### config.mk
export PLATFORM = sky130hd
export DESIGN_NAME = pc_sequencer
export DESIGN_NICKNAME = d
export VERILOG_FILES = /design/src/rtl/pc_sequencer.sv
export SDC_FILE = /design/constraint.sdc
export NUM_CORES = 1
export LEC_CHECK = 0
export BUFFER_PORTS_ARGS = -buffer_cell sky130_fd_sc_hd__buf_4
export CAP_MARGIN = 25
export CORE_MARGIN = 4
export CORE_UTILIZATION = 39
export DETAILED_ROUTE_END_ITERATION = 8
export PLACE_DENSITY = 0.71
export SYNTH_ARGS = -nofsm -noshare
export SYNTH_HDL_FRONTEND = slang
export SYNTH_SLANG_ARGS = --single-unit
### constraint.sdc
create_clock -name clk -period 3.5 [get_ports clk]
set_input_delay 0 -clock clk [delete_from_list [all_inputs] [get_ports clk]]
set_output_delay 0 -clock clk [all_outputs]
set_load 0.01 [all_outputs]
### src/rtl/pc_sequencer.sv
// Program counter owner for the MIPS core: selects sequential, branch, jump or
// register-jump next PC, optionally deferring redirects by one delay-slot instruction.
module pc_sequencer #(
  parameter logic [31:0] RESET_PC   = 32'h0000_0000,
  parameter int          DELAY_SLOT = 1
) (
  input  logic        clk,
  input  logic        reset,
  input  logic        stall,
  input  logic        jump,
  input  logic [25:0] jump_relative_addr,
  input  logic        branch,
  input  logic        branch_taken,
  input  logic [15:0] branch_offset,
  input  logic        jump_reg,
  input  logic [31:0] reg_target,
  output logic [31:0] pc,
  output logic [31:0] pc_plus4,
  output logic        redirect_pending,
  output logic        misaligned
);

  localparam logic [0:0] ST_SEQ  = 1'b0;
  localparam logic [0:0] ST_SLOT = 1'b1;

  logic [31:0] pc_r;
  logic [31:0] pending_target_r;
  logic [0:0]  state_r;
  logic        misaligned_r;

  logic        req_s;
  logic        accept_s;
  logic        jr_misaligned_s;
  logic [31:0] target_s;
  logic [31:0] jump_target_s;
  logic [31:0] branch_target_s;
  logic [31:0] jr_target_s;

  assign pc_plus4         = pc_r + 32'd4;
  assign pc               = pc_r;
  assign misaligned       = misaligned_r;
  assign redirect_pending = (state_r == ST_SLOT);

  // Candidate targets and priority selection (jump_reg > jump > taken branch).
  always_comb begin
    jump_target_s   = {pc_plus4[31:28], jump_relative_addr, 2'b00};
    branch_target_s = pc_plus4 + {{14{branch_offset[15]}}, branch_offset, 2'b00};
    jr_target_s     = {reg_target[31:2], 2'b00};
    req_s           = 1'b0;
    target_s        = pc_plus4;
    if (jump_reg) begin
      req_s    = 1'b1;
      target_s = jr_target_s;
    end else if (jump) begin
      req_s    = 1'b1;
      target_s = jump_target_s;
    end else if (branch && branch_taken) begin
      req_s    = 1'b1;
      target_s = branch_target_s;
    end else begin
      req_s    = 1'b0;
      target_s = pc_plus4;
    end
  end

  // Requests are only honoured in SEQ; a branch sitting in the delay slot is dropped.
  assign accept_s        = !stall && (state_r == ST_SEQ) && req_s;
  assign jr_misaligned_s = accept_s && jump_reg && (reg_target[1:0] != 2'b00);

  // PC, pending-target and delay-slot FSM state update.
  always_ff @(posedge clk) begin
    if (reset) begin
      pc_r             <= RESET_PC;
      pending_target_r <= 32'h0000_0000;
      state_r          <= ST_SEQ;
      misaligned_r     <= 1'b0;
    end else if (!stall) begin
      misaligned_r <= jr_misaligned_s;
      case (state_r)
        ST_SEQ: begin
          if (accept_s && (DELAY_SLOT != 0)) begin
            pc_r             <= pc_plus4;
            pending_target_r <= target_s;
            state_r          <= ST_SLOT;
          end else if (accept_s) begin
            pc_r    <= target_s;
            state_r <= ST_SEQ;
          end else begin
            pc_r    <= pc_plus4;
            state_r <= ST_SEQ;
          end
        end
        ST_SLOT: begin
          pc_r    <= pending_target_r;
          state_r <= ST_SEQ;
        end
        default: begin
          pc_r    <= pc_plus4;
          state_r <= ST_SEQ;
        end
      endcase
    end else begin
      pc_r             <= pc_r;
      pending_target_r <= pending_target_r;
      state_r          <= state_r;
      misaligned_r     <= misaligned_r;
    end
  end

endmodule

==> flow_summary.ini, run 1 <==
[outcome]
run_status = complete, but fails checks
violations = negative setup slack

[drt]
routed_wl_um = 23030
viasPerCell = 5.803
drc = 0
firstDrtPassIters = 5
ant_nets = 0
drt-initial-drc-count = 659
wl_per_cell_um = 18.83
dr_total_vias = 7097

[die]
die_w_um = 130.0
core-area_um2 = 14590
start_util_pct = 39.82
boundaryPins = 147
die-area_um2 = 16910
die_h_um = 130.0
rows = 44

[synth]
synthMuxAreaShare_pct = 2.240
synth_simple_gate_area_share_pct = 24.53
yosysMostFrequentCell = nor2_1
synth_area_leader_cell = dfxtp_1
synth_top_family_by_area = compound AO/OA/AOI/OAI gates
syn_area_per_cell_um2 = 7.372
synthFlopType = dfxtp_1
synthTopCellsByArea = dfxtp_1, a21oi_1, ha_1
synth_compound_area_share_pct = 28.90
synthDistinctLibCells = 77
synthTopCellsByCount = nor2_1, a21oi_1, dfxtp_1
synth_top_area_share_pct = 22.74
syn_area_um2 = 5809
yosys.area_share.adder_pct = 8.098
async_flop_share_pct = 0
yosysSeqAreaShare_pct = 22.74
synth_xor_area_share_pct = 8.421
netlist_instances = 788
synth_warnings = 0
synth_edf_count = 0
syn-num-nets = 906
ys_ff_latch = 66

[power]
p_comb_share_pct = 27.7
finalPower_mw = 2.390
internal-power_mw = 1.682
power.share.switching_pct = 29.62
leakage_nw = 4.069
vdd.ir_drop.worst_v = 0.0003246
power.switching_uw = 707.9
seqPwrFrac_pct = 34.2
p_per_area_nw_per_um2 = 271.8
pwr-share-clk_pct = 38.0

[timing]
rsz0062_at_grt = true
max_freq_mhz = 284.2
hold_viol_final = 0
fin_skew_ns = 0.008485
slew_viol_final = 0
worst_slew_pin_slew_ns = 0.7723
period_needed_ns = 3.519
slew_headroom_pct = 48.46
setup_tns_ns = -0.01915
min_period_over_period_pct = 100.5
fin_ws_ns = -0.01915
setup_violations = 1

[critical_path]
cp_max_fo = 6
slowest_delay_ns = 0.36
cp_data_required_time_ns = 3.73
cp.arrival_ns = 3.75
critPathLaunchType = flop
worstPathCellList = ha_4, and4_4, and4_4, nand3_4, nor2_4, nand3_2, xnor2_2, ha_1, and3_4, a22o_1, a21o_1, nand3_1, a21o_1, a31o_4, o21ai_4, xnor2_2, a2111oi_2
endpoint_kind = flop
crit_type = flop to flop
slowest_stage = dfxtp_4

[clock_network]
numCtsBuffers = 9
cts.path.max_buffers = 2
h-tree-depth = 3
clkLatencyLatePin_ns = 0.34
cts.sink_count = 66
cts_tree = done
clockRootBuffer = clkbuf_16
clk_pin_slew_ns = 0.06

[job]
maxCapViolations = 0

[layout]
fillers = 1322
multi_input_area_um2 = 4671
syn_to_final_growth_pct = 51.35
postLayoutCoreUtil_pct = 60.27
final_area_um2 = 8792
final_nets = 1152
seq_area_um2 = 1335
layout-drive-gt1-share_pct = 37.82
antennaDiodeCount = 0

[place]
io_buffer_count = 146
placed_area_um2 = 7938
place_congestion = 0.9716
dp_hpwl_um = 17380

[grt]
grt_overflow = 0
antenna_found_initial = 0
grt_max_degree = 67
grt_pass1_wl_um = 34250
track_usage_pct = 25.82
grt_pass1_vias = 6701

[hold_path]
hold_path_class = input pin to flop
[critical path, delay by kind of cell (launching register included)]
| family | cells | cell delay, ns |
|---|---|---|
| adder cells (fa/ha/maj) | 2 | 0.43 |
| AND/OR/NAND/NOR | 7 | 1.20 |
| XOR/XNOR | 2 | 0.25 |
| AO/OA/AOI/OAI | 6 | 1.17 |
| flip-flops | 1 | 0.36 |
[layer usage]
metal,GRT usage (%),up-vias,share of wire (%)
met5,0,-,0
met4,12.41,0,5.6
met3,5.772,87,8.3
met2,45.11,352,49
met1,29.77,3284,37
li1,-,3374,-
[flip-flops by register name (all words and copies together), names as in the netlist]
signal and cells:
pc 32, pending_target_r 32, misaligned 1, redirect_pending 1
[per-stage QoR]
step	hold slack [ns]	setup slack [ns]	cells
after floorplan	0.1830	-0.03948	788
after global placement	0.2877	-0.1198	1186
after detailed placement	0.2992	-0.1758	1186
after CTS	0.006706	-0.01388	1213
after global routing	0.02288	-0.1896	1223
final	0.01829	-0.01915	1223
[final timing paths]
kind                          end                start  slack [ns]  cells past startpoint
min reg2reg   pending_target_r[1]  pending_target_r[1]        0.46                      2
min          pending_target_r[10]       reg_target[10]        0.02                      3
max          pending_target_r[30]                pc[3]       -0.02                     17
max reg2reg  pending_target_r[30]                pc[3]       -0.02                     17
[final cells by class]
| cell class | count | area share (%) |
|---|---|---|
| multi-input combinational | 650 | 53.12 |
| timing repair buffer | 288 | 24.82 |
| sequential | 66 | 15.18 |
| clock buffer | 14 | 3.003 |
| tap | 184 | 2.618 |
| inverter | 19 | 0.8538 |
| clock inverter | 2 | 0.3985 |
[cell families after synthesis]
kind of cell             after synthesis
multiplexers                          13
flip-flops                            66
buffers and inverters                 72
AO/OA/AOI/OAI                        258
XOR/XNOR                              52
AND/OR/NAND/NOR                      290
adder cells (fa/ha/maj)               37
[layout by cell type, fill, tap and decap left out, drive strengths merged, types with 14 or more instances in the layout]
cell    Yosys  routed
buf        13     283
nor2      104     104
a21oi      92      92
nand2      67      67
dfxtp      66      66
o21ai      43      43
ha         36      36
xor2       29      29
nand3      25      25
nor3       24      24
xnor2      23      23
a21o       19      19
inv        19      18
a211oi     15      15
o211ai     14      14
nand4      14      14
clkbuf     40      14
[power groups by stage]
stage	sequential [mW]	clock [mW]	combinational, mW
floorplan	0.834	0	0.335
global placement	0.832	0	0.602
detailed placement	0.832	0	0.608
CTS	0.817	0.915	0.624
global route	0.822	0.952	0.716
finish	0.818	0.909	0.662
[what timing repair did]
| action | CTS | global route |
|---|---|---|
| buffers inserted | 6 | 10 |
| hold endpoints to repair | 4 | 0 |
| hold buffers | 5 | 0 |
| resized for setup | 19 | 49 |
| pin swaps | 16 | 30 |
| endpoints found under the setup margin | 10 | 16 |
(Power assumes the default switching activity.)
==> run 2: changes to the inputs <==
- CAP_MARGIN: 25 -> 20
- PLACE_DENSITY: 0.71 -> default
==> run 2 against run 1 <==
  * The flow finishes with violations (negative hold slack, negative setup slack)
  * Sequential share of layout area decreased by 0.20 points
  * Fmax decreased by 2.8%
  * Final cell count increased by 1.5%
  * Highest routed layer unchanged
==> flow_summary.ini, run 2 (synthesized netlist as in run 1, its figures left out) <==
[hold_path]
hold_depth = 3
hold_end = pending_target_r[14]
hold_path_class = input pin to flop
hold_path_startpoint = jump_relative_addr[12]

[critical_path]
worstPathCellList = ha_4, and4_4, and4_4, nand3_4, nor2_4, nand3_2, xnor2_2, ha_2, and3_4, a22o_1, a21o_1, nand3_1, a21o_1, a31o_4, o21ai_2, xnor2_1, a2111oi_2
r2r-end = pending_target_r[30]
cp_data_required_time_ns = 3.74
rrSetupSlack_ns = -0.12
worstRegToRegCells = 17
rr_startpoint = pc[3]
critPathLaunchType = flop
slowest_stage = dfxtp_4
cp_max_fo = 6
slowest_delay_ns = 0.37
cp.arrival_ns = 3.86
endpoint_kind = flop
crit_type = flop to flop

[outcome]
violations = negative hold slack, negative setup slack
run_status = complete, but fails checks

[drt]
routed_wl_um = 24900
viasPerCell = 5.740
drt-initial-drc-count = 424
dr_total_vias = 7123
drc = 0
wl_per_cell_um = 20.06
firstDrtPassIters = 5
ant_nets = 0

[power]
p_per_area_nw_per_um2 = 270.5
vdd.ir_drop.worst_v = 0.0002923
leakage_nw = 4.170

[place]
dp_hpwl_um = 19000
post-place-cells = 1203
io_buffer_count = 146
place_congestion = 0.9556
place_ws_ns = -0.1307

[die]
die_w_um = 130.0
boundaryPins = 147
start_util_pct = 39.82
die_h_um = 130.0
die-area_um2 = 16910
core-area_um2 = 14590
rows = 44

[layout]
instances_no_fill = 1241
final_cell_mix = buf_4, nor2_1, a21oi_1
final_common_cell = buf_4
layout-drive-gt1-share_pct = 38.79
syn_to_final_growth_pct = 53.05
fillers = 1354
final_nets = 1170
antennaDiodeCount = 0

[timing]
fin_ws_ns = -0.1214
worst_slew_pin_slew_ns = 1.039
setup_violations = 5
hold_viol_final = 1
rsz0062_at_grt = true
max_freq_mhz = 276.1
slew_viol_final = 0
min_period_over_period_pct = 103.5
fin_skew_ns = 0.008257
slew_headroom_pct = 30.50
fin_hold_ws_ns = -0.006801
period_needed_ns = 3.621

[clock_network]
h-tree-depth = 3
cts.path.max_buffers = 2
clockRootBuffer = clkbuf_16
clkLatencyLatePin_ns = 0.34
numCtsBuffers = 9
cts_tree = done
clk_pin_slew_ns = 0.06
cts.sink_count = 66

[grt]
track_usage_pct = 28.59
grt_max_degree = 67
antenna_found_initial = 0
grt_overflow = 0
grt_pass1_vias = 7239
grt_pass1_wl_um = 37540

[job]
maxCapViolations = 0
==> run 2: cell types whose count changed in the layout (fill, tap and decap cells not counted), sizes merged <==
cell | before | now
buf | 283 | 300
dlygate4sd3 | 5 | 6
clkinvlp | 1 | 0
clkbuf | 14 | 13
clkinv | 1 | 2
inv | 18 | 19
==> run 2: where the power goes <==
part / switching (mW) / total [mW] / internal [mW]
Combinational: 0.371 / 0.676 / 0.305
Clock: 0.341 / 0.910 / 0.569
Sequential: 0.0288 / 0.820 / 0.791
Total: 0.741 / 2.41 / 1.66
==> run 2: per-layer routing <==
| layer | track usage [%] | wire, um | up-vias |
|---|---|---|---|
| li1 | - | - | 3400 |
| met1 | 30.82 | 9311 | 3388 |
| met2 | 53.62 | 12870 | 270 |
| met3 | 5.321 | 1403 | 65 |
| met4 | 13.14 | 1310 | 0 |
| met5 | 0 | 0 | - |
==> run 2: worst max-delay path by stage <==
stage	slack, ns	endpoint	cells past startpoint	startpoint
global route	-0.26	pending_target_r[30]	17	pc[3]
CTS	-0.05	pending_target_r[23]	17	pc[3]
global placement	-0.05	pending_target_r[25]	15	pc[3]
detailed placement	-0.13	pending_target_r[19]	15	pc[3]
floorplan	-0.04	pending_target_r[21]	15	pc[2]
finish	-0.12	pending_target_r[30]	17	pc[3]
==> run 2: timing repair <==
action,CTS,global route
hold buffers,6,0
resized for setup,19,49
gates cloned,0,0
endpoints found under the setup margin,12,18
pin swaps,10,29
endpoints found under the hold margin,4,0
buffers inserted,4,12
==> run 2: cell type report <==
class,count,area (um2),share of cell area [%]
Clock buffer,13,250.2,2.815
Clock inverter,3,40.04,0.4503
Inverter,19,71.32,0.8021
Multi-Input combinational cell,650,4634,52.12
Sequential cell,66,1333,14.99
Tap cell,184,230.2,2.589
Timing Repair Buffer,306,2332,26.23
==> run 2: critical path, delay by kind of cell (launching register included) <==
family	cells	cell delay, ns
DFF	1	0.37
AOI/OAI and AO/OA	6	1.21
and+or+nand+nor	7	1.22
xor gates and xnor gates	2	0.27
adders and majority gates	2	0.46
==> run 2: stage by stage <==
stage	hold slack [ns]	TNS, ns	total power [mW]	util [%]	area (um2)
3_3_place_gp	0.3105	-0.1923	1.452	55.28	8065
4_1_cts	0.006911	-0.1083	2.371	58.55	8542
5_1_grt	0.02314	-2.015	2.499	60.94	8891
2_1_floorplan	0.1830	-0.08290	1.169	-	5921
3_5_place_dp	0.3231	-0.9053	1.460	55.28	8065
6_report	-0.006801	-0.3288	2.405	60.94	8891
==> run 3: changes to the inputs <==
- CTS_BUF_LIST: default -> sky130_fd_sc_hd__clkbuf_2 sky130_fd_sc_hd__clkbuf_4 sky130_fd_sc_hd__clkbuf_8
==> run 3 against run 2 <==
  * The run ends with negative setup slack left
  * Critical path depth rose by 1
  * Sequential share of layout area is 0.095 points lower
  * Worst hold slack improved by 0.026 ns
  * Via count is 1.6% higher
  * Design area grew 0.45%
  * Clock skew shrank 0.0032 ns
  * Critical endpoint unchanged
  * Largest cell class unchanged
  * Largest power group is now registers
==> flow_summary.ini, run 3 (synthesized netlist as in run 1, its figures left out) <==
[outcome]
run_status = complete, but fails checks
violations = negative setup slack

[clock_network]
h-tree-depth = 3
cts.sink_count = 66
cts.path.max_buffers = 2
numCtsBuffers = 9
clockRootBuffer = clkbuf_8
clk_pin_slew_ns = 0.08
clkLatencyLatePin_ns = 0.36
cts_tree = done

[grt]
track_usage_pct = 28.80
grt_overflow = 0
grt_max_degree = 67
grt_pass1_vias = 7268
antenna_found_initial = 0
grt_pass1_wl_um = 37670

[timing]
worst_slew_pin_slew_ns = 1.052
min_period_over_period_pct = 102.9
fin_skew_ns = 0.005098
hold_viol_final = 0
slew_viol_final = 0
fin_ws_ns = -0.1004
max_freq_mhz = 277.7
setup_violations = 9
setup_tns_ns = -0.5006
slew_headroom_pct = 29.58
rsz0062_at_grt = true
period_needed_ns = 3.600

[hold_path]
hold_path_startpoint = reg_target[8]
hold_path_class = input pin to flop

[power]
p_comb_share_pct = 31.5
leakage_nw = 4.214
vdd.ir_drop.worst_v = 0.0002284
internal-power_mw = 1.473
power.share.switching_pct = 32.31
p_per_area_nw_per_um2 = 243.6
seqPwrFrac_pct = 37.6
finalPower_mw = 2.175
pwr-share-clk_pct = 30.8
power.switching_uw = 702.8

[critical_path]
cp_data_required_time_ns = 3.76
crit_type = flop to flop
worstPathCellList = ha_4, and4_4, and4_4, nand3_4, buf_4, nor2_4, nand3_2, xnor2_2, ha_2, and3_4, a22o_1, a21o_1, nand3_1, a21o_1, a31o_4, o21ai_4, xnor2_2, a2111oi_2
cp_max_fo = 3
crit_path_start = pc[3]
crit_family = compound AO/OA/AOI/OAI gates
slowest_delay_ns = 0.37
cp.arrival_ns = 3.86
endpoint_kind = flop
cp_num_buf_inv = 1
slowest_stage = dfxtp_4
critPathLaunchType = flop
rr_startpoint = pc[3]

[layout]
final_nets = 1180
final_common_cell = buf_4
layout-drive-gt1-share_pct = 39.36
antennaDiodeCount = 0
postLayoutCoreUtil_pct = 61.22
final_cell_mix = buf_4, nor2_1, a21oi_1
syn_to_final_growth_pct = 53.74
final_area_um2 = 8931

[drt]
routed_wl_um = 24750
dr_total_vias = 7240
firstDrtPassIters = 5
ant_nets = 0
drt-initial-drc-count = 403
wl_per_cell_um = 19.78
viasPerCell = 5.787
drc = 0

[die]
rows = 44
die-area_um2 = 16910
die_w_um = 130.0
die_h_um = 130.0
boundaryPins = 147
start_util_pct = 39.82
core-area_um2 = 14590

[place]
dp_hpwl_um = 19000
place_congestion = 0.9556
io_buffer_count = 146
placed_area_um2 = 8065

[job]
maxCapViolations = 0
run 3: final cells by class:
class                      count  area, um2
clock buffer                  13      160.2
clock inverter                 3      40.04
fill                        1360       5658
inverter                      19      71.32
multi-input combinational    650       4668
sequential                    66       1330
tap                          184      230.2
timing repair buffer         316       2431
run 3: repair_timing:
action                                 CTS  global route
setup buffers                            4            17
pin swaps                               11            41
setup endpoints to repair               12            18
endpoints found under the hold margin    9             0
gates resized for setup                 17            60
hold buffers                            11             0
run 3: worst register-to-register path: stages, from the launching register on:
cell and delay, ns:
dfxtp_4 0.37, ha_4 0.13, and4_4 0.24, and4_4 0.24, nand3_4 0.10, buf_4 0.17
nor2_4 0.13, nand3_2 0.12, xnor2_2 0.16, ha_2 0.33, and3_4 0.18, a22o_1 0.14
a21o_1 0.13, nand3_1 0.09, a21o_1 0.20, a31o_4 0.26, o21ai_4 0.15, xnor2_2 0.08
a2111oi_2 0.28
run 3: layer usage:
| metal | global-route usage (%) | vias up | wire, um | share of wire [%] |
|---|---|---|---|---|
| li1 | - | 3427 | - | - |
| met2 | 52.23 | 312 | 12500 | 51 |
| met5 | 0 | - | 0 | 0 |
| met1 | 30.90 | 3421 | 9040 | 37 |
| met3 | 5.690 | 80 | 1632 | 6.6 |
| met4 | 16.69 | 0 | 1572 | 6.4 |
run 3: stage by stage:
step	hold slack, ns	instances	worst slack [ns]
6_report	0.01970	1251	-0.1004
4_1_cts	0.002661	1234	-0.05038
3_3_place_gp	0.3105	1203	-0.05300
3_5_place_dp	0.3231	1203	-0.1307
2_1_floorplan	0.1830	788	-0.03948
5_1_grt	0.02930	1251	-0.2749
run 3: path summary, 6_finish.rpt:
kind | slack (ns) | depth (start not counted) | endpoint
worst min-delay path | 0.02 | 5 | pending_target_r[8]
worst max-delay path | -0.10 | 18 | pending_target_r[30]
worst min register to register | 0.45 | 2 | pending_target_r[4]
worst max register to register | -0.10 | 18 | pending_target_r[30]
run 3: power by group through the flow:
stage | combinational [mW] | sequential, mW | clock, mW
after floorplan | 0.335 | 0.834 | 0
after global placement | 0.618 | 0.834 | 0
after detailed placement | 0.626 | 0.835 | 0
after CTS | 0.646 | 0.818 | 0.687
after global routing | 0.745 | 0.821 | 0.714
final | 0.686 | 0.818 | 0.671
